===== src/rtl/ps2_axi_rx.sv =====
// rtl/ps2_axi_rx.sv - PS/2 device receiver with FIFO and AXI4-Lite register access (optional irq via PS2_IRQ_EN)
module ps2_axi_rx #(
    parameter int FIFO_DEPTH  = 16,
    parameter int FILTER_LEN  = 8,
    parameter int TIMEOUT_CYC = 50000
) (
    input  logic        ACLK,
    input  logic        ARESETN,
    input  logic        ps2_clk,
    input  logic        ps2_data,
    input  logic [31:0] ARADDR,
    input  logic        ARVALID,
    output logic        ARREADY,
    output logic [31:0] RDATA,
    output logic [1:0]  RRESP,
    output logic        RVALID,
    input  logic        RREADY,
    input  logic [31:0] AWADDR,
    input  logic        AWVALID,
    output logic        AWREADY,
    input  logic [31:0] WDATA,
    input  logic [3:0]  WSTRB,
    input  logic        WVALID,
    output logic        WREADY,
    output logic [1:0]  BRESP,
    output logic        BVALID,
    input  logic        BREADY
`ifdef PS2_IRQ_EN
    ,
    output logic        irq
`endif
);

    localparam int AW = $clog2(FIFO_DEPTH);
    localparam int CW = AW + 1;
    localparam int FW = $clog2(FILTER_LEN + 1);
    localparam int TW = $clog2(TIMEOUT_CYC + 1);

    typedef enum logic [1:0] {
        S_IDLE,
        S_DATA,
        S_PARITY,
        S_STOP
    } rx_state_t;

    // synchroniser / filter state
    logic          clk_s1, clk_s2, data_s1, data_s2;
    logic          filt_clk;
    logic [FW-1:0] filt_cnt;
    logic          bit_strobe;

    // receive FSM state
    rx_state_t     state_q, state_d;
    logic [2:0]    bit_cnt_q, bit_cnt_d;
    logic [7:0]    shift_q, shift_d;
    logic          par_q, par_d;
    logic [TW-1:0] to_q, to_d;
    logic          ev_ok, ev_perr, ev_ferr;

    // frame outcome, applied the cycle after the stop bit sample
    logic          push_pend;
    logic [7:0]    push_byte;
    logic          perr_set, ferr_set;

    // FIFO
    logic [7:0]    mem [FIFO_DEPTH];
    logic [AW-1:0] wr_ptr, rd_ptr;
    logic [CW-1:0] fifo_count;
    logic          fifo_empty, fifo_full;
    logic          do_push, do_pop, ovf_set;

    // registers
    logic          en_q, irqen;
    logic          ovf_q, perr_q, ferr_q;
    logic [2:0]    st_clr;

    // AXI channel state
    logic          arready_q, rvalid_q;
    logic [31:0]   rdata_q;
    logic [1:0]    rresp_q;
    logic          awready_q, bvalid_q;
    logic [1:0]    bresp_q;
    logic          ar_hs, wr_hs;
    logic [31:0]   rd_mux;
    logic [1:0]    rd_resp;
    logic          unused_bits;

    assign unused_bits = ^{ARADDR[31:4], ARADDR[1:0], AWADDR[31:4], AWADDR[1:0],
                           WDATA[31:4], WSTRB[3:1]};

    // two-flop synchronisers for both PS/2 lines
    always_ff @(posedge ACLK) begin
        if (!ARESETN) begin
            clk_s1  <= 1'b1;
            clk_s2  <= 1'b1;
            data_s1 <= 1'b1;
            data_s2 <= 1'b1;
        end else begin
            clk_s1  <= ps2_clk;
            clk_s2  <= clk_s1;
            data_s1 <= ps2_data;
            data_s2 <= data_s1;
        end
    end

    // accept a ps2_clk level only after FILTER_LEN equal samples; strobe one cycle after a falling edge
    always_ff @(posedge ACLK) begin
        if (!ARESETN) begin
            filt_clk   <= 1'b1;
            filt_cnt   <= '0;
            bit_strobe <= 1'b0;
        end else begin
            bit_strobe <= 1'b0;
            if (clk_s2 == filt_clk) begin
                filt_cnt <= '0;
            end else if (filt_cnt == FW'(FILTER_LEN - 1)) begin
                filt_clk   <= clk_s2;
                filt_cnt   <= '0;
                bit_strobe <= ~clk_s2;
            end else begin
                filt_cnt <= filt_cnt + 1'b1;
            end
        end
    end

    // receive FSM state register
    always_ff @(posedge ACLK) begin
        if (!ARESETN) begin
            state_q   <= S_IDLE;
            bit_cnt_q <= '0;
            shift_q   <= '0;
            par_q     <= 1'b0;
            to_q      <= '0;
        end else begin
            state_q   <= state_d;
            bit_cnt_q <= bit_cnt_d;
            shift_q   <= shift_d;
            par_q     <= par_d;
            to_q      <= to_d;
        end
    end

    // receive FSM next state: start, 8 data bits LSB first, parity, stop; timeout abandons the frame
    always_comb begin
        state_d   = state_q;
        bit_cnt_d = bit_cnt_q;
        shift_d   = shift_q;
        par_d     = par_q;
        to_d      = '0;
        ev_ok     = 1'b0;
        ev_perr   = 1'b0;
        ev_ferr   = 1'b0;
        if (!en_q) begin
            state_d = S_IDLE;
        end else begin
            if (state_q != S_IDLE && !bit_strobe) begin
                to_d = to_q + 1'b1;
            end
            case (state_q)
                S_IDLE: begin
                    if (bit_strobe && !data_s2) begin
                        state_d   = S_DATA;
                        bit_cnt_d = '0;
                        par_d     = 1'b0;
                    end
                end
                S_DATA: begin
                    if (bit_strobe) begin
                        shift_d = {data_s2, shift_q[7:1]};
                        par_d   = par_q ^ data_s2;
                        if (bit_cnt_q == 3'd7) begin
                            state_d = S_PARITY;
                        end else begin
                            bit_cnt_d = bit_cnt_q + 1'b1;
                        end
                    end
                end
                S_PARITY: begin
                    if (bit_strobe) begin
                        par_d   = par_q ^ data_s2;
                        state_d = S_STOP;
                    end
                end
                S_STOP: begin
                    if (bit_strobe) begin
                        state_d = S_IDLE;
                        if (!data_s2) begin
                            ev_ferr = 1'b1;
                        end else if (!par_q) begin
                            ev_perr = 1'b1;
                        end else begin
                            ev_ok = 1'b1;
                        end
                    end
                end
                default: state_d = S_IDLE;
            endcase
            if (state_q != S_IDLE && !bit_strobe && to_q == TW'(TIMEOUT_CYC - 1)) begin
                state_d = S_IDLE;
                to_d    = '0;
            end
        end
    end

    // register the frame outcome so the push lands the cycle after the stop bit sample
    always_ff @(posedge ACLK) begin
        if (!ARESETN) begin
            push_pend <= 1'b0;
            push_byte <= '0;
            perr_set  <= 1'b0;
            ferr_set  <= 1'b0;
        end else begin
            push_pend <= ev_ok;
            perr_set  <= ev_perr;
            ferr_set  <= ev_ferr;
            if (ev_ok) begin
                push_byte <= shift_q;
            end
        end
    end

    assign fifo_empty = (fifo_count == '0);
    assign fifo_full  = (fifo_count == CW'(FIFO_DEPTH));
    assign ar_hs      = arready_q & ARVALID;
    assign wr_hs      = awready_q & AWVALID & WVALID;
    assign do_pop     = ar_hs && (ARADDR[3:2] == 2'd0) && !fifo_empty;
    assign do_push    = push_pend && (!fifo_full || do_pop);
    assign ovf_set    = push_pend && fifo_full && !do_pop;

    // FIFO storage
    always_ff @(posedge ACLK) begin
        if (do_push) begin
            mem[wr_ptr] <= push_byte;
        end
    end

    // FIFO pointers and occupancy; simultaneous push and pop leave the count unchanged
    always_ff @(posedge ACLK) begin
        if (!ARESETN) begin
            wr_ptr     <= '0;
            rd_ptr     <= '0;
            fifo_count <= '0;
        end else begin
            if (do_push) wr_ptr <= wr_ptr + 1'b1;
            if (do_pop)  rd_ptr <= rd_ptr + 1'b1;
            case ({do_push, do_pop})
                2'b10:   fifo_count <= fifo_count + 1'b1;
                2'b01:   fifo_count <= fifo_count - 1'b1;
                default: fifo_count <= fifo_count;
            endcase
        end
    end

    assign st_clr = (wr_hs && AWADDR[3:2] == 2'd1 && WSTRB[0]) ? WDATA[3:1] : 3'b000;

    // sticky error flags; a set in the same cycle as a clear wins
    always_ff @(posedge ACLK) begin
        if (!ARESETN) begin
            ovf_q  <= 1'b0;
            perr_q <= 1'b0;
            ferr_q <= 1'b0;
        end else begin
            ovf_q  <= ovf_set  | (ovf_q  & ~st_clr[0]);
            perr_q <= perr_set | (perr_q & ~st_clr[1]);
            ferr_q <= ferr_set | (ferr_q & ~st_clr[2]);
        end
    end

    // CTRL.EN register
    always_ff @(posedge ACLK) begin
        if (!ARESETN) begin
            en_q <= 1'b0;
        end else if (wr_hs && AWADDR[3:2] == 2'd2 && WSTRB[0]) begin
            en_q <= WDATA[0];
        end
    end

`ifdef PS2_IRQ_EN
    logic irqen_q;
    logic irq_q;

    // CTRL.IRQEN register
    always_ff @(posedge ACLK) begin
        if (!ARESETN) begin
            irqen_q <= 1'b0;
        end else if (wr_hs && AWADDR[3:2] == 2'd2 && WSTRB[0]) begin
            irqen_q <= WDATA[1];
        end
    end

    assign irqen = irqen_q;

    // registered level interrupt
    always_ff @(posedge ACLK) begin
        if (!ARESETN) begin
            irq_q <= 1'b0;
        end else begin
            irq_q <= irqen_q & (~fifo_empty | ovf_q | perr_q | ferr_q);
        end
    end

    assign irq = irq_q;
`else
    assign irqen = 1'b0;
`endif

    // read data mux by register index
    always_comb begin
        rd_mux  = '0;
        rd_resp = 2'b00;
        case (ARADDR[3:2])
            2'd0: begin
                if (!fifo_empty) begin
                    rd_mux = {23'b0, 1'b1, mem[rd_ptr]};
                end
            end
            2'd1: rd_mux = {{(16 - CW){1'b0}}, fifo_count, 12'b0, ferr_q, perr_q, ovf_q, fifo_empty};
            2'd2: rd_mux = {30'b0, irqen, en_q};
            default: rd_resp = 2'b10;
        endcase
    end

    // read channel: one-cycle ARREADY pulse, response held until RREADY
    always_ff @(posedge ACLK) begin
        if (!ARESETN) begin
            arready_q <= 1'b0;
            rvalid_q  <= 1'b0;
            rdata_q   <= '0;
            rresp_q   <= 2'b00;
        end else begin
            arready_q <= ARVALID && !arready_q && !rvalid_q;
            if (ar_hs) begin
                rvalid_q <= 1'b1;
                rdata_q  <= rd_mux;
                rresp_q  <= rd_resp;
            end else if (rvalid_q && RREADY) begin
                rvalid_q <= 1'b0;
            end
        end
    end

    // write channel: AWREADY/WREADY together when both valids present, response held until BREADY
    always_ff @(posedge ACLK) begin
        if (!ARESETN) begin
            awready_q <= 1'b0;
            bvalid_q  <= 1'b0;
            bresp_q   <= 2'b00;
        end else begin
            awready_q <= AWVALID && WVALID && !awready_q && !bvalid_q;
            if (wr_hs) begin
                bvalid_q <= 1'b1;
                bresp_q  <= (AWADDR[3:2] == 2'd3) ? 2'b10 : 2'b00;
            end else if (bvalid_q && BREADY) begin
                bvalid_q <= 1'b0;
            end
        end
    end

    assign ARREADY = arready_q;
    assign RVALID  = rvalid_q;
    assign RDATA   = rdata_q;
    assign RRESP   = rresp_q;
    assign AWREADY = awready_q;
    assign WREADY  = awready_q;
    assign BVALID  = bvalid_q;
    assign BRESP   = bresp_q;

endmodule

===== config.mk =====
export PLATFORM = sky130hd
export DESIGN_NAME = ps2_axi_rx
export DESIGN_NICKNAME = d
export VERILOG_FILES = /design/src/rtl/ps2_axi_rx.sv
export SDC_FILE = /design/constraint.sdc
export NUM_CORES = 1
export LEC_CHECK = 0
export ABC_CLOCK_PERIOD_IN_PS = 3500
export BUFFER_PORTS_ARGS = -buffer_cell sky130_fd_sc_hd__buf_4
export CORE_AREA = 2 2 126 128
export CTS_CLUSTER_DIAMETER = 100
export CTS_CLUSTER_SIZE = 8
export DETAILED_ROUTE_END_ITERATION = 12
export DIE_AREA = 0 0 128 130
export PLACE_DENSITY = 0.83
export SLEW_MARGIN = 40
export SYNTH_ARGS = -nofsm -noshare
export SYNTH_HDL_FRONTEND = slang
export SYNTH_SLANG_ARGS = --single-unit

===== constraint.sdc =====
create_clock -name ACLK -period 3.5 [get_ports ACLK]
set_input_delay 0.175 -clock ACLK [delete_from_list [all_inputs] [get_ports ACLK]]
set_output_delay 0.175 -clock ACLK [all_outputs]
set_load 0.02 [all_outputs]

== Yosys cells after proc, flatten, opt, wreduce, memory -nomap -nowiden ==
Memory sizes are Yosys's and may differ from the RTL's. A register that Yosys moved wholly into a read port is not among the register bits.
Cells that the tools add are included.
W data, S select, Z words.

* Reduce and logical (&&, ||, !) cells: 51
* Equality and inequality tests: 22
* Add/sub/neg operators: 7
* Muxes and demuxes: 34
* Bitwise operators: 19

{| class="wikitable"
|+ Operators by type and width
! kind !! number
|-
| $pmux W21 S3 || 1
|-
| $logic_and A1 B1 Y1 || 19
|-
| $add A16 B1 Y16 const B || 1
|-
| $eq A16 B16 Y1 const B || 1
|-
| $mux W1 || 15
|-
| $reduce_and A5 Y1 || 3
|-
| $mux W2 || 7
|-
| $add A4 B1 Y4 const B || 3
|-
| $eq A2 B2 Y1 const B || 6
|-
| $mux W3 || 4
|-
| $ne A2 B2 Y1 const B || 6
|-
| $reduce_bool A2 Y1 || 6
|-
| $reduce_or A3 Y1 || 4
|-
| $pmux W5 S2 || 1
|-
| $logic_not A1 Y1 || 9
|-
| $mux W9 || 1
|-
| $not A1 Y1 || 9
|-
| $eq A2 B1 Y1 const B || 4
|-
| $mux W4 || 2
|-
| $pmux W2 S4 || 1
|-
| $reduce_and A4 Y1 || 2
|-
| $and A1 B1 Y1 || 6
|-
| $pmux W3 S2 || 1
|-
| $add A5 B1 Y5 const B || 1
|-
| other kinds (17) || 20
|}

* Bits in registers: 108
* Word-level logic and storage cells: 164
* Memory bits (writable): 128
* Memories: 1
* Output and inout port bits: 41
* Input bits: 109

{| class="wikitable"
|+ Memory list
! name !! depth !! bits a word !! rd ports !! clocked after Yosys merged registers in !! write ports !! line !! source
|-
| mem || 16 || 8 || 1 || 1 || 1 || 66 || <nowiki>logic [7:0] mem [FIFO_DEPTH];</nowiki>
|}

== Longest topological paths before layout ==
Gate-level depths: netlist of the first run.

* Depth in word-level cells: 8
* Gate-level depth with buffers: 10

== Least setup slack after synthesis of the first run ==
Ideal clock, no wire load.

* Kind: reg2reg
* Start: reg fifo_count[1]
* End: reg fifo_count[4]
* Stages on the path, launching flop included: 10
* Required time: 3.428 ns
* Data arrival time: 2.297 ns
* Slack: 1.132 ns
* Clock period less this slack: 2.368 ns
* Path buffers: 1
* Path through: dfxtp_1 buf_6 nor4_1 a21oi_2 nand2_1 o21ai_0 ha_1 o31a_2 o31ai_1 mux2i_1

* Word-level cells in the longest chain between the ends: 7

{| class="wikitable"
|+ Ends and longest elaborated chain
! item !! line !! source
|-
| start: declaration || 68 || <nowiki>logic [CW-1:0] fifo_count;</nowiki>
|-
| start signal: assignment || 247 || <nowiki>2'b10: fifo_count <= fifo_count + 1'b1;</nowiki>
|-
| start signal: assignment || 248 || <nowiki>2'b01: fifo_count <= fifo_count - 1'b1;</nowiki>
|-
| start signal: assignment || 249 || <nowiki>default: fifo_count <= fifo_count;</nowiki>
|-
| $logic_not A5 Y1 || 222 || <nowiki>assign fifo_empty = (fifo_count == '0);</nowiki>
|-
| $logic_not A1 Y1 || - ||
|-
| $logic_and A1 B1 Y1 || 226 || <nowiki>assign do_pop = ar_hs && (ARADDR[3:2] == 2'd0) && !fifo_empty;</nowiki>
|-
| $logic_or A1 B1 Y1 || 227 || <nowiki>assign do_push = push_pend && (!fifo_full || do_pop);</nowiki>
|-
| $logic_and A1 B1 Y1 || 227 ||
|-
| $eq A2 B1 Y1 or $eq A2 B2 Y1 (tied branches) || 246 || <nowiki>case ({do_push, do_pop})</nowiki>
|-
| $pmux W5 S2 or $reduce_bool A2 Y1 (tied branches) || - ||
|}

Several ways; a longest one is shown, not always the timed one.
A chain may end at the register's enable or synchronous reset.

== Final worst setup path of the first run ==
* Start: in ARADDR[2]
* End: mem mem[14][5], enable pin

* Word-level cells in the longest chain between the ends: 7

{| class="wikitable"
|+ Ends and longest elaborated chain
! item !! line !! source
|-
| start: declaration || 11 || <nowiki>input logic [31:0] ARADDR,</nowiki>
|-
| $logic_not A2 Y1 || 226 ||
|-
| $logic_and A1 B1 Y1 (2 in a row) || 226 ||
|-
| $logic_or A1 B1 Y1 || 227 ||
|-
| $logic_and A1 B1 Y1 || 227 ||
|-
| $mux W1 || 232 || <nowiki>if (do_push) begin</nowiki>
|-
| $mux W1 (implied by the code) || 233 || <nowiki>mem[wr_ptr] <= push_byte;</nowiki>
|-
| end: declaration || 66 ||
|}

No other way between the ends.

==> results of run 1 <==
==> per-layer routing <==
metal,GRT usage,up-vias
met3,0.0435,48
met1,0.277,2769
met2,0.413,242
li1,-,2556
met5,0,-
met4,0.0892,0
==> power by group through the flow <==
stage          combinational, mW  clock [mW]  sequential [mW]
2_1_floorplan             0.0641           0             2.77
3_3_place_gp              0.0727           0             2.77
3_5_place_dp              0.0745           0             2.77
4_1_cts                   0.0847        2.73             2.72
5_1_grt                   0.0932        2.86             2.72
6_report                  0.0871        2.71             2.72
==> layout make-up <==
cell class                 instances  area (um2)
clock buffer                      50         847
inverter                          10        37.5
multi-input combinational        411        3080
sequential                       220        5690
fill                            1012        5000
timing repair buffer              62         490
clock inverter                     2        38.8
tap                              192         240
==> worst max-delay path: cells and delay by family <==
| kind | cells | cell delay, ns |
|---|---|---|
| compound gates | 1 | 0.65 |
| buf+inv | 2 | 0.69 |
| simple gates | 3 | 1.39 |
==> stage by stage <==
step | setup slack [ns] | total power [mW] | cell area [um2] | instances
4_1_cts | 0.813 | 5.53 | 10400 | 947
3_5_place_dp | 0.843 | 2.85 | 9430 | 885
6_report | 0.735 | 5.52 | 10400 | 947
5_1_grt | 0.576 | 5.67 | 10400 | 947
3_3_place_gp | 0.907 | 2.84 | 9430 | 885
2_1_floorplan | 1.13 | 2.84 | 9090 | 689
==> repair_timing <==
action | 4_1_cts | 5_1_grt
hold buffers | 10 | 0
setup endpoints to repair | 0 | 0
buffers inserted | 0 | 0
hold endpoints to repair | 9 | 0
==> placed cells by master (no fill, tap or decap), types with 11 or more instances in the layout <==
| master | instances |
|---|---|
| mux4_2 | 30 |
| and2_1 | 12 |
| edfxtp_1 | 128 |
| nand2_1 | 65 |
| clkbuf_1 | 19 |
| nand4_1 | 11 |
| a21boi_0 | 15 |
| conb_1 | 20 |
| mux2i_1 | 19 |
| nand2b_1 | 13 |
| clkbuf_16 | 31 |
| xor2_1 | 11 |
| a22oi_1 | 13 |
| nor2b_1 | 25 |
| xnor2_1 | 14 |
| nor2_1 | 46 |
| dfxtp_1 | 91 |
| nand3_1 | 20 |
| buf_4 | 52 |
| ha_1 | 16 |
==> logic make-up after synthesis <==
group,after synthesis,share of synthesized area
compound gates,67,0.0552
buf+inv,58,0.0372
mux,54,0.104
flops,220,0.630
other cells,1,0.000416
xor+xnor,25,0.0243
fa+ha+maj,16,0.0222
simple gates,229,0.127
==> sequential cells by signal, indices dropped and copies added, names as in the netlist, 2 cells and up, named ones only <==
signal,count
to_q,16
push_byte,8
shift_q,8
fifo_count,5
state_q,2
rd_ptr,4
wr_ptr,4
RDATA,14
mem,128
filt_cnt,4
bit_cnt_q,3
==> worst paths after layout <==
check / depth (start not counted) / endpoint
worst max-delay path: 6 / mem[14][5]
worst min-delay path: 4 / ferr_q
worst max register to register: 4 / mem[14][5]
worst min register to register: 1 / data_s2
==> results.ini, run 1 <==
[status]
status = finished clean

[job]
maxCapViolCount = 0

[pwr]
p_int_mw = 4.45
power_frac_seq = 0.493
swShare = 0.193
p_clk_frac = 0.491
vdd_ir_drop_max_mv = 0.411
power.density_nw_per_um2 = 529
share_comb_of_total_power = 0.016
leakage_nw = 3.62
p_sw_mw = 1.07

[critical_path]
r2r_slack_ns = 0.74
setup.worst_path.start = ARADDR[2]
crit_fanout = 8
cp-start-kind = input pin
max_stage_delay_ns = 0.73
r2r-start = ARREADY
worst_ep_arrival_time_ns = 2.90
slowest_stage = nor2_1
criticalPathCategory = input pin to flop
worstPathRequired_ns = 3.64
crit_chain = dlygate4sd3_1, buf_4, nand4bb_1, a31oi_2, nand2_1, nor2_1
worstSetupEndpointType = flop

[synthesis]
ys_top_cells_by_count = 128 x edfxtp_1, 92 x dfxtp_1, 65 x nand2_1
ys_top_cells_by_area = edfxtp_1 43%, dfxtp_1 20%, mux4_2 7.5%
yosysUniqueCellTypes = 57
ys_ff_latch = 220
syn_avg_cell_area_um2 = 13.5
synth_area_um2 = 9020
synth_top_area_cell = edfxtp_1
synth_warnings = 0
ys_seq_area_frac = 0.630
yosys.area.top_type_share = 0.426
syn_inst = 670
yosysMostFrequentCell = edfxtp_1
synth_edf_count = 128
synth_flop_cell = edfxtp_1
synth-async-reset-ratio = 0

[route]
firstDrtPassIters = 6
ant_nets = 0
route.detailed.drc = 0
vias = 5615
drt_wl_total_mm = 19.0
met2_wirelength_mm = 9.91
detail_route.wl_per_cell_um = 20.1
highest_layer = met4
drt-initial-drc-count = 559
vias_per_cell = 5.93
wl_met3_mm = 1.34
met1Wirelength_mm = 7.16

[sta]
hold_violations = 0
fmax_mhz = 362
setup_viol = 0
finClkSkew_ns = 0.0249
fin_setup_tns_ns = 0
slew_viol_final = 0
hold_ws_ns = 0.0130
tightest_slew_ns = 0.887
rsz0062_at_grt = false
fin_crit_sh = 0.790
slew_headroom = 0.407
period_needed_ns = 2.77

[grt]
grt_pass1_vias = 5574
grt_max_degree = 71
grt_pass1_wl_mm = 29.4
grt.total_usage = 0.230
grt-ovfl-total = 0
antenna_found_initial = 0

[die]
core-area_um2 = 15400
dieHeight_um = 130
rows = 46
io_pins = 150
initial_core_util = 0.585
die_x_um = 128
dieArea_um2 = 16600

[cts]
cts-resized-gates = 0
clockBufferDepth = 3
cts.sinks = 220
cts_made_buffers = 31
clk_latency_ns = 0.53
cts_root_buffer = clkbuf_16
cts_tree = done
h-tree-depth = 1
clkTransAtPathRegs_ns = 0.05

[place]
port_buffers = 38
place_hpwl_mm = 11.3
gp_congestion = 0.850

[hold_path]
min_from = WDATA[3]
hp-class = input pin to flop

[final_layout]
area_delta_synth_final_pct = 15.5
fin_util = 0.676
n_antenna_cell = 0
nets = 861
drive_above_1_share = 0.177

Power figures use the tool's default switching activity.
==> run 2: changes to the inputs <==
Settings changed: ABC_CLOCK_PERIOD_IN_PS 3500 to 2800, CORE_AREA 2 2 126 128 to 2 2 130 132, DIE_AREA 0 0 128 130 to 0 0 132 134, PLACE_DENSITY 0.83 to 0.79.
Clock period 3.5 ns to 2.8 ns, I/O delays scaled along.
==> run 2 against run 1 <==
Effect of this change: total power increased by 25%; largest cell class unchanged; sequential power rose by 25%; design area is 1.8% higher; non-clock buffer count rose by 19; core utilization down 2.4 points; critical path type is now flop to flop; via count shrank 1.2%; die area is 6.3% higher; largest power group unchanged; highest routed layer unchanged; combinational power grew 31%; clock skew is 0.0026 ns lower; register-to-register slack got worse by 0.49 ns.
==> results.ini, run 2 (synthesis gave the netlist of run 1 again) <==
[cts]
clkTransAtPathRegs_ns = 0.05  ; about the same
cts_made_buffers = 31  ; unchanged
clockBufferDepth = 3  ; unchanged
cts_tree = done
h-tree-depth = 1  ; unchanged
cts.sinks = 220  ; unchanged
clk_latency_ns = 0.53  ; about the same
cts_root_buffer = clkbuf_16

[final_layout]
n_fill_cell = 1110  ; +9.7%
instances_no_fill = 994  ; +5.0%
n_antenna_cell = 0  ; unchanged
area_delta_synth_final_pct = 17.6
stdcell_area_um2 = 10600  ; +1.8%
drive_above_1_share = 0.183  ; +0.00598
nets = 880  ; +2.2%
largest_register_ffs = 128  ; unchanged
regMostFlops = mem
regArea_um2 = 5690  ; about the same
final_common_cell = edfxtp_1
layout_common_cells = 128 x edfxtp_1, 92 x dfxtp_1, 65 x nand2_1
multiInputGateArea_um2 = 3070  ; -0.24%

[route]
firstDrtPassIters = 5  ; -1
detail_route.wl_per_cell_um = 18.5  ; -7.7%
drt-initial-drc-count = 418  ; -25%
drt_wl_total_mm = 18.4  ; -3.2%
route.detailed.drc = 0  ; unchanged
vias = 5549  ; -1.2%
vias_per_cell = 5.58  ; -5.8%
ant_nets = 0  ; unchanged

[grt]
grt_max_degree = 45  ; -37%
grt_pass1_vias = 5696  ; +2.2%
grt-ovfl-total = 0  ; unchanged
grt.total_usage = 0.208  ; -0.0215
antenna_found_initial = 0  ; unchanged
grt_pass1_wl_mm = 29.2  ; -0.59%

[critical_path]
worst-path-stages = 8  ; +2
ff2ff_path_depth = 8  ; +4
critical_path.endpoint = fifo_count[4]
worst_ep_arrival_time_ns = 3.01  ; +0.11 ns
regToRegEndpoint = fifo_count[4]
setup.worst_path.start = fifo_count[1]
worstSetupEndpointType = flop
r2r-start = fifo_count[1]
worstPathRequired_ns = 3.26  ; -0.38 ns
criticalPathCategory = flop to flop
crit_family = compound AO/OA/AOI/OAI gates
r2r_slack_ns = 0.25  ; -0.49 ns
crit_fanout = 10  ; +2
crit_chain = nor4_1, a21oi_2, nand2_1, o21ai_0, ha_1, o31a_2, o31ai_1, mux2i_1
crit_buf_inv = 0  ; -2
cp-start-kind = flop
slowest_stage = nor4_1
max_stage_delay_ns = 0.63  ; -0.10 ns

[job]
maxCapViolCount = 0  ; unchanged

[status]
status = finished clean

[die]
rows = 47  ; +2.2%
initial_core_util = 0.554  ; -0.0311
dieArea_um2 = 17700  ; +6.3%
dieHeight_um = 134  ; +3.1%
core-area_um2 = 16300  ; +5.6%
io_pins = 150  ; unchanged
die_x_um = 132  ; +3.1%

[pwr]
total_power_mw = 6.88  ; +25%
vdd_ir_drop_max_mv = 0.503  ; +22%
leakage_nw = 3.71  ; +2.4%
power.density_nw_per_um2 = 648  ; +23%

[sta]
setup_viol = 0  ; unchanged
finClkSkew_ns = 0.0223  ; -0.00260 ns
fin_crit_sh = 0.911
rsz0062_at_grt = false
tightest_slew_ns = 0.806  ; -0.0802 ns
fmax_mhz = 392
period_needed_ns = 2.55
setup_ws_ns = 0.248  ; -0.487 ns
hold_violations = 0  ; unchanged
fin_setup_tns_ns = 0  ; unchanged
slew_viol_final = 0  ; unchanged
slew_headroom = 0.462  ; +0.0549

[hold_path]
hp-class = input pin to flop

[place]
gp_congestion = 0.862  ; +1.5%
dpl_cell_area_um2 = 9550  ; +1.3%
port_buffers = 38  ; unchanged
place_inst = 925  ; +4.5%
place_hpwl_mm = 11.9  ; +4.9%
post-place-ws_ns = 0.222  ; -0.620 ns

## run 2: changes by cell type in the layout (fill, tap and decap cells not counted)
| cell | change |
|---|---|
| buf_4 | +12 |
| dlygate4sd3_1 | +7 |
| nor2_1 | +3 |
| nor2_2 | -3 |
| dfxtp_1 | +1 |
| dfxtp_2 | -1 |
## run 2: power breakdown
group	total (mW)	switching, mW	internal (mW)	leakage [nW]
registers	3.40	0.00509	3.40	1.93
logic	0.114	0.0647	0.0491	1.36
clock network	3.36	1.24	2.12	0.423
total	6.88	1.31	5.56	3.71
## run 2: worst min-delay path by stage
stage / depth (start not counted) / slack (ns) / to / from
after global placement: 2 / 0.33 / data_s1 / ps2_data
final: 3 / 0.02 / BVALID / WVALID
after CTS: 3 / 0.002 / BVALID / WVALID
after detailed placement: 2 / 0.33 / data_s1 / ps2_data
after floorplan: 1 / 0.24 / clk_s1 / ps2_clk
after global routing: 4 / 0.02 / ferr_q / WDATA[3]
## run 2: cell type report
type,count,share of cell area
clock inverter,2,0.00366
sequential,220,0.536
multi-input combinational,411,0.290
inverter,10,0.00354
tap,220,0.0259
clock buffer,50,0.0798
timing repair buffer,81,0.0613
## run 2: metrics by stage
stage | utilization | hold slack [ns]
after CTS | 0.651 | 0.00206
after detailed placement | 0.586 | 0.328
after floorplan | - | 0.241
after global placement | 0.586 | 0.330
after global routing | 0.651 | 0.0161
final | 0.651 | 0.0248
## run 2: what timing repair did
| action | 4_1_cts | 5_1_grt |
|---|---|---|
| buffers inserted | 0 | 0 |
| hold buffers | 17 | 0 |
| endpoints found under the setup margin | 0 | 0 |
| gates resized for setup | 0 | 0 |
| endpoints found under the hold margin | 13 | 0 |
## run 2: worst register-to-register path, delay by kind of cell, from the launching register on
family          cells  cell delay, ns
compound gates      4            0.83
fa+ha+maj           1            0.25
flops               1            0.40
mux                 1            0.23
simple gates        2            0.80
## run 2: layer usage
metal / wire length [um] / vias up / track usage
met1: 7200 / 2711 / 0.249
met2: 9600 / 200 / 0.380
met3: 1120 / 42 / 0.0367
li1: - / 2596 / -
met5: 0 / - / 0
met4: 495 / 0 / 0.0737
==> run 3: changes to the inputs <==
Settings changed: PLACE_DENSITY 0.79 to 0.87.
==> run 3 against run 2 <==
Effect of this change: total power grew 1.5%; fmax shrank 1.8%; highest routed layer unchanged; die area is the same; non-clock buffer count shrank 4; via count grew 4.7%; count of clock-buffer cells in the layout grew 2; wire length grew 9.5%; largest cell class unchanged; register-to-register slack lost 0.05 ns; global-route usage grew 2.0 points.
==> results.ini, run 3 (synthesis gave the netlist of run 1 again) <==
[final_layout]
area_delta_synth_final_pct = 17.5  ; about the same
largest_register_ffs = 128  ; unchanged
drive_above_1_share = 0.183  ; -0.000820
instances_no_fill = 992  ; -0.20%
stdcell_area_um2 = 10600  ; about the same
final_common_cell = edfxtp_1
layout_common_cells = 128 x edfxtp_1, 92 x dfxtp_1, 65 x nand2_1
nets = 876  ; -0.45%
regMostFlops = mem
n_antenna_cell = 0  ; unchanged
n_fill_cell = 1069  ; -3.7%

[sta]
finClkSkew_ns = 0.0277  ; +0.00543 ns
fmax_mhz = 385  ; -1.8%
rsz0062_at_grt = false
fin_setup_tns_ns = 0  ; unchanged
setup_viol = 0  ; unchanged
period_needed_ns = 2.60  ; +0.0458 ns
slew_headroom = 0.521  ; +0.0590
tightest_slew_ns = 0.714  ; -0.0928 ns
slew_viol_final = 0  ; unchanged
fin_crit_sh = 0.928  ; +0.0164
hold_violations = 0  ; unchanged

[pwr]
leakage_nw = 3.70  ; -0.16%
vdd_ir_drop_max_mv = 0.475  ; -5.6%
p_clk_frac = 0.496  ; +0.007
p_int_mw = 5.59  ; +0.39%
power.density_nw_per_um2 = 659  ; +1.6%
swShare = 0.200  ; +0.00884
p_sw_mw = 1.39  ; +6.2%
power_frac_seq = 0.487  ; -0.008
share_comb_of_total_power = 0.017  ; about the same

[critical_path]
worstPathRequired_ns = 3.27  ; about the same
crit_fanout = 10  ; unchanged
criticalPathCategory = flop to flop
worstSetupEndpointType = flop
ff2ff_path_depth = 8  ; unchanged
worst_ep_arrival_time_ns = 3.07  ; +0.06 ns
cp-start-kind = flop

[place]
port_buffers = 38  ; unchanged
place_hpwl_mm = 12.2  ; +2.8%
gp_congestion = 0.859  ; -0.32%
dpl_cell_area_um2 = 9540  ; -0.16%
place_inst = 923  ; -0.22%

[die]
core-area_um2 = 16300  ; unchanged
rows = 47  ; unchanged
dieHeight_um = 134  ; unchanged
die_x_um = 132  ; unchanged
initial_core_util = 0.554  ; unchanged
io_pins = 150  ; unchanged
dieArea_um2 = 17700  ; unchanged

[job]
maxCapViolCount = 0  ; unchanged

[cts]
clk_latency_ns = 0.56  ; +0.03 ns
h-tree-depth = 1  ; unchanged
post_cts_buffers = 0  ; unchanged
clkTransAtPathRegs_ns = 0.05  ; about the same
clockBufferDepth = 3  ; unchanged
cts.sinks = 220  ; unchanged
cts_root_buffer = clkbuf_16
cts_tree = done
cts_made_buffers = 31  ; unchanged

[status]
status = finished clean

[grt]
grt.total_usage = 0.228  ; +0.0199
antenna_found_initial = 0  ; unchanged
grt_pass1_vias = 5966  ; +4.7%
grt-ovfl-total = 0  ; unchanged
grt_pass1_wl_mm = 31.7  ; +8.5%
grt_max_degree = 37  ; -18%

[route]
detail_route.wl_per_cell_um = 20.3  ; +9.7%
ant_nets = 0  ; unchanged
vias = 5811  ; +4.7%
vias_per_cell = 5.86  ; +4.9%
firstDrtPassIters = 6  ; +1
drt-initial-drc-count = 524  ; +25%
drt_wl_total_mm = 20.2  ; +9.5%
route.detailed.drc = 0  ; unchanged

[hold_path]
hold_depth = 4  ; +1
hp-class = input pin to flop

## run 3: worst max-delay path, stage by stage (launching register included)
cell and delay, ns:
dfxtp_1 0.41, nor4_2 0.48, a21oi_2 0.15, nand2_1 0.16
o21ai_0 0.13, ha_1 0.27, o31a_2 0.29, o31ai_1 0.39
mux2i_1 0.26
## run 3: what timing repair did
| item | CTS | global route |
|---|---|---|
| resized for setup | 0 | 1 |
| hold buffers | 15 | 0 |
| setup endpoints to repair | 0 | 1 |
| hold endpoints to repair | 15 | 0 |
## run 3: cell type report
cell class / instances / area, um2 / share of cell area
flip-flops and latches: 220 / 5690 / 0.536
multi-input cells: 411 / 3080 / 0.291
clock buffers: 52 / 855 / 0.0806
repair buffers: 77 / 616 / 0.0581
well taps: 220 / 275 / 0.0260
clock inverters: 2 / 50.0 / 0.00472
inverters: 10 / 37.5 / 0.00354
## run 3: stage by stage
stage | power [mW] | hold slack, ns | setup slack, ns | utilization
5_1_grt | 7.14 | 0.0161 | 0.127 | 0.651
2_1_floorplan | 3.55 | 0.241 | 0.432 | -
3_5_place_dp | 3.56 | 0.341 | 0.182 | 0.586
3_3_place_gp | 3.56 | 0.326 | 0.400 | 0.586
6_report | 6.98 | 0.0249 | 0.202 | 0.651
4_1_cts | 6.99 | 0.0136 | 0.0857 | 0.650
## run 3: power groups by stage
stage	clock [mW]	combinational (mW)	sequential, mW
floorplan	0	0.0801	3.47
global placement	0	0.0925	3.46
detailed placement	0	0.0954	3.46
CTS	3.47	0.115	3.40
global route	3.62	0.125	3.40
finish	3.46	0.118	3.40
## run 3: worst paths after layout
kind	start	end	slack, ns
max	fifo_count[1]	fifo_count[4]	0.20
min reg2reg	data_s1	data_s2	0.41
min	WDATA[3]	ferr_q	0.02
max reg2reg	fifo_count[1]	fifo_count[4]	0.20
## run 3: metal layers
| layer | routed length (um) | track usage |
|---|---|---|
| met1 | 7380 | 0.270 |
| met2 | 10700 | 0.418 |
| met3 | 1460 | 0.0420 |
| met4 | 633 | 0.0821 |
| met5 | 0 | 0 |
